`config.mk`:
```
export PLATFORM = sky130hd
export DESIGN_NAME = relay_frame_capture
export DESIGN_NICKNAME = d
export VERILOG_FILES = /design/src/rtl/relay_frame_capture.sv
export SDC_FILE = /design/constraint.sdc
export NUM_CORES = 1
export LEC_CHECK = 0
export BUFFER_PORTS_ARGS = -buffer_cell sky130_fd_sc_hd__buf_2
export CAP_MARGIN = 20
export CORE_UTILIZATION = 60
export DETAILED_ROUTE_END_ITERATION = 12
export PLACE_DENSITY = 0.87
export SLEW_MARGIN = 40
export SYNTH_ARGS = -nofsm -noshare
export SYNTH_HDL_FRONTEND = slang
export SYNTH_SLANG_ARGS = --single-unit
```
`constraint.sdc`:
```
create_clock -name clk -period 5.2 [get_ports clk]
set_clock_uncertainty 0.15 [all_clocks]
set_input_delay 0 -clock clk [delete_from_list [all_inputs] [get_ports clk]]
set_output_delay 0 -clock clk [all_outputs]
set_load 0.05 [all_outputs]
```
`src/rtl/relay_frame_capture.sv`:
```
// relay_frame_capture: packs decoded relay-link nibbles into bytes, delimits
// frames (first non-zero nibble opens, 0x00 byte or idle timeout closes) and
// buffers captured bytes in a first-word-fall-through FIFO for the readout side.
module relay_frame_capture #(
  parameter int DEPTH_LOG2     = 4,
  parameter int TIMEOUT_CYCLES = 255
) (
  input  logic                  clk,
  input  logic                  reset,
  input  logic                  enable,
  input  logic [3:0]            nib_in,
  input  logic                  nib_valid,
  input  logic                  rd_en,
  input  logic                  clear_ovf,
  output logic [7:0]            rd_data,
  output logic                  empty,
  output logic                  full,
  output logic [DEPTH_LOG2:0]   level,
  output logic                  frame_active,
  output logic                  frame_done,
  output logic [7:0]            frame_len,
  output logic                  overflow
);

  localparam int DEPTH = 1 << DEPTH_LOG2;
  localparam logic [15:0] TMO_LIMIT = 16'(TIMEOUT_CYCLES);
  localparam logic [DEPTH_LOG2:0] PTR_ONE = {{DEPTH_LOG2{1'b0}}, 1'b1};

  typedef enum logic [1:0] {S_IDLE, S_HI, S_LO} state_t;

  state_t              state_q, state_d;
  logic [3:0]          hold_q, hold_d;
  logic [7:0]          byte_cnt_q, byte_cnt_d;
  logic [15:0]         tmo_q, tmo_d;
  logic                done_q, done_d;
  logic [7:0]          len_q, len_d;
  logic                ovf_q, ovf_d;
  logic [DEPTH_LOG2:0] wptr_q, wptr_d, rptr_q, rptr_d;
  logic [7:0]          mem [DEPTH];

  logic [7:0] lo_byte;
  logic       frame_start;
  logic       push_req;
  logic       push_ok;
  logic       pop;

  assign lo_byte      = {hold_q, nib_in};
  assign empty        = (wptr_q == rptr_q);
  assign full         = (wptr_q[DEPTH_LOG2] != rptr_q[DEPTH_LOG2]) &&
                        (wptr_q[DEPTH_LOG2-1:0] == rptr_q[DEPTH_LOG2-1:0]);
  assign level        = wptr_q - rptr_q;
  assign rd_data      = mem[rptr_q[DEPTH_LOG2-1:0]];
  assign frame_active = (state_q != S_IDLE);
  assign frame_done   = done_q;
  assign frame_len    = len_q;
  assign overflow     = ovf_q;

  // Frame FSM: nibble pairing, terminator detection and idle timeout.
  always_comb begin
    state_d     = state_q;
    hold_d      = hold_q;
    tmo_d       = tmo_q;
    done_d      = 1'b0;
    len_d       = len_q;
    frame_start = 1'b0;
    push_req    = 1'b0;
    if (!enable) begin
      // Abort silently: pending nibble dropped, no done pulse.
      state_d = S_IDLE;
      tmo_d   = '0;
    end else begin
      case (state_q)
        S_IDLE: begin
          if (nib_valid && (nib_in != 4'h0)) begin
            hold_d      = nib_in;
            state_d     = S_LO;
            tmo_d       = '0;
            frame_start = 1'b1;
          end
        end
        S_HI, S_LO: begin
          if (nib_valid) begin
            tmo_d = '0;
            if (state_q == S_HI) begin
              hold_d  = nib_in;
              state_d = S_LO;
            end else if (lo_byte == 8'h00) begin
              state_d = S_IDLE;
              done_d  = 1'b1;
              len_d   = byte_cnt_q;
            end else begin
              push_req = 1'b1;
              state_d  = S_HI;
            end
          end else begin
            tmo_d = tmo_q + 16'd1;
            if (tmo_d == TMO_LIMIT) begin
              // Timeout close; a held high nibble is simply abandoned.
              state_d = S_IDLE;
              done_d  = 1'b1;
              len_d   = byte_cnt_q;
            end
          end
        end
        default: state_d = S_IDLE;
      endcase
    end
  end

  // FIFO pointer, overflow and byte-count next-state logic.
  always_comb begin
    pop     = rd_en && !empty;
    push_ok = push_req && (!full || pop);
    wptr_d  = push_ok ? (wptr_q + PTR_ONE) : wptr_q;
    rptr_d  = pop ? (rptr_q + PTR_ONE) : rptr_q;
    ovf_d   = (push_req && !push_ok) || (ovf_q && !clear_ovf);
    byte_cnt_d = byte_cnt_q;
    if (frame_start) begin
      byte_cnt_d = 8'd0;
    end else if (push_ok && (byte_cnt_q != 8'hFF)) begin
      byte_cnt_d = byte_cnt_q + 8'd1;
    end
  end

  // State and control registers.
  always_ff @(posedge clk or negedge reset) begin
    if (!reset) begin
      state_q    <= S_IDLE;
      hold_q     <= 4'h0;
      byte_cnt_q <= 8'd0;
      tmo_q      <= 16'd0;
      done_q     <= 1'b0;
      len_q      <= 8'd0;
      ovf_q      <= 1'b0;
      wptr_q     <= '0;
      rptr_q     <= '0;
    end else begin
      state_q    <= state_d;
      hold_q     <= hold_d;
      byte_cnt_q <= byte_cnt_d;
      tmo_q      <= tmo_d;
      done_q     <= done_d;
      len_q      <= len_d;
      ovf_q      <= ovf_d;
      wptr_q     <= wptr_d;
      rptr_q     <= rptr_d;
    end
  end

  // FIFO storage; contents need no reset since pointers define validity.
  always_ff @(posedge clk) begin
    if (push_ok) begin
      mem[wptr_q[DEPTH_LOG2-1:0]] <= lo_byte;
    end
  end

endmodule

```
==> results by group <==
Clocking
  – Root buf cell: clkbuf_16
  – CTS resizes: 0
  – CTS Buffer Depth: 2
  – Post-CTS Setup Bufs: 0
  – CTS Buf Count: 17
  – CTS tree: done
  – CTS clk-pin slew, worst paths: 0.06 ns
  – Clock Latency Late Sink: 0.42 ns
  – H-tree depth: 4
  – Clock sink count: 178

Yosys
  – Most common cell in the netlist: edfxtp_1
  – Post-synth cell types: 50
  – Synth Register Bits: 178
  – Synth top area share: 0.495
  – Synthesized area: 7760 sq um
  – Post-synth EDFFs: 128
  – Synth area leaders: edfxtp_1 50%, dfrtp_1 16%, mux4_2 12%
  – Post-Syn Nets: 522
  – Async S/R FF share, synth: 0.281
  – Area leader, netlist: edfxtp_1
  – Synthesized area per cell: 15.7 sq um
  – Top cells by count, synth: 128 x edfxtp_1, 50 x dfrtp_1, 40 x mux4_2
  – Warning count from the yosys run: 0
  – Sequential-to-total area share from yosys stat: 0.656
  – Top FF cell, synth: edfxtp_1
  – Gate Count Post-Synth: 496

Layout
  – Total Nets Final: 569
  – Final Util: 0.700
  – Area grow syn2layout: 13.7%
  – Layout cells sized above 1: 0.243
  – Final non-filler cell total: 728
  – Fin area: 8830 sq um
  – ANT cells: 0

Floorplanning
  – Io pins: 36
  – Starting Density: 0.615
  – Chip Height: 116 um
  – # rows: 41
  – Die ar.: 13400 sq um
  – Die Width: 116 um
  – Core Region: 12600 sq um

Job
  – Maxcap violations: 0

STA
  – Tmin final: 3.38 ns
  – RSZ-0062 raised after global routing: false
  – Setup_tns: 0 ns
  – Maximum clock rate: 0.296 GHz
  – Hold Fails Final Rpt: 21
  – Number of setup violations in the final report: 0
  – Final worst setup slack: 1.82 ns
  – Crit share post-route: 0.649
  – Slew Limit Fails: 0
  – Max_slew headroom: 0.474
  – Slew @ Worst Pin: 0.784 ns
  – WHS: -0.0212 ns

Pwr
  – Power Density: 548 nW/um^2
  – Leak: 3.23 nW
  – Switching power total: 1.78 mW
  – Pwr Total: 4.84 mW
  – Int Pwr: 3.06 mW
  – Clk pwr share: 0.265
  – Switching share of total power: 0.368
  – Sequential Power Share: 0.386
  – Combinational cell fraction of total power: 0.349
  – Max VDD drop: 0.288 mV

Detailed routing
  – WL/cell: 22.7 um
  – DRT iter0 DRCs: 471
  – Via density: 6.14
  – Routed Antenna Nets: 0
  – Final wirelength: 16.6 mm
  – Vias: 4472
  – DR pass1 iterations: 5
  – # DRC: 0

Setup path
  – CP Cell Sequence: buf_4 -> ha_1 -> nand4_1 -> nor3_1 -> nor2_1 -> nand3_1 -> nor2_1
  – Reg2Reg Depth: 7
  – Setup crit start kind: flip-flop
  – Worst Path Arrival: 3.28 ns
  – Crit path from: rptr_q[0]
  – Reg-to-Reg Start: rptr_q[0]
  – Slowest CP cell: nor2_1
  – Crit Path Class: flip-flop to flip-flop
  – Critical Path Fanout Max: 36
  – Reg2Reg Setup Slack: 1.82 ns
  – Worst r2r dst: mem[15][3]
  – Critical path capture point: mem[15][3]
  – Worst path max stage delay: 0.65 ns
  – Req. time, crit path: 5.10 ns
  – CP most frequent cell: nor2_1
  – Crit end category: flip-flop

Global route
  – Tot GR Track Use: 0.274
  – Initial antenna violation count: 0
  – Total gr overflow: 0
  – Vias in the first global route: 4524
  – First-pass GRT wire length: 25.9 mm
  – Largest net degree at the start of global routing: 51

Place
  – Placer Congestion: 0.886
  – DP Area: 8110 sq um
  – DP HPWL: 10.7 mm
  – Placed insts: 685
  – Port Buffers: 35
  – Pre-CTS WS: 1.63 ns

Hold path
  – Worst min-delay path category: primary input to async pin

Run status
  – Failing checks: negative hold slack
  – Status: finished, violations left
[power by group through the flow]
stage,Clock (mW),Combinational [mW],Sequential (mW)
after floorplan,0,1.33,1.80
after global placement,0,1.63,1.87
after detailed placement,0,1.67,1.89
after CTS,1.29,1.70,1.87
after global routing,1.36,1.79,1.89
final,1.29,1.69,1.87
[cell usage in the layout, fill, tap and decap left out, drive strengths merged, types with 15 or more instances in the layout]
| cell type | instances |
|---|---|
| ha | 15 |
| inv | 22 |
| o21ai | 34 |
| mux4 | 40 |
| dfrtp | 50 |
| edfxtp | 128 |
| buf | 37 |
| nand4 | 17 |
| clkbuf | 19 |
| nor2 | 28 |
| nand2 | 23 |
[kinds of logic (layout without fill, tap and decap cells)]
group | Yosys count | in the layout | synth area share
xor+xnor | 21 | 21 | 0.0237
simple gates | 124 | 124 | 0.0864
compound gates | 61 | 61 | 0.0487
mux | 55 | 55 | 0.137
flops | 178 | 178 | 0.656
buf+inv | 41 | 101 | 0.0209
fa+ha+maj | 16 | 16 | 0.0267
[sequential cells by signal, indices dropped and copies added, names as in the netlist]
| name | count |
|---|---|
| byte_cnt_q | 8 |
| frame_done | 1 |
| frame_len | 8 |
| hold_q | 4 |
| mem | 128 |
| overflow | 1 |
| rptr_q | 5 |
| state_q | 2 |
| tmo_q | 16 |
| wptr_q | 5 |
[worst max-delay path, delay by kind of cell (launching register included)]
family,cells,cell delay (ns)
fa+ha+maj,1,0.37
simple gates,5,1.62
buf+inv,1,0.52
flops,1,0.34
[final cells by class]
class,instances,area [sq um]
clock inverter,13,159
multi-input combinational,277,2540
timing repair buffer,48,303
fill,825,3790
inverter,21,78.8
clock buffer,19,443
sequential,178,5100
tap,172,215
[per-layer routing]
layer	wire length [um]	track usage
met1	6520	0.344
met2	8630	0.461
met3	878	0.0560
met4	529	0.127
met5	0	0
[worst min-delay path by stage]
stage	from	endpoint	slack (ns)
final	reset	frame_len[2]	-0.02
after global routing	reset	byte_cnt_q[3]	0.06
after CTS	reset	frame_len[1]	0.005
after detailed placement	reset	frame_len[2]	-0.08
after global placement	clear_ovf	overflow	0.05
after floorplan	reset	byte_cnt_q[0]	-0.45
[repair_timing]
item	4_1_cts	5_1_grt
hold buffers	11	0
endpoints found under the hold margin	130	0
endpoints found under the setup margin	0	0
(Power assumes the default switching activity.)
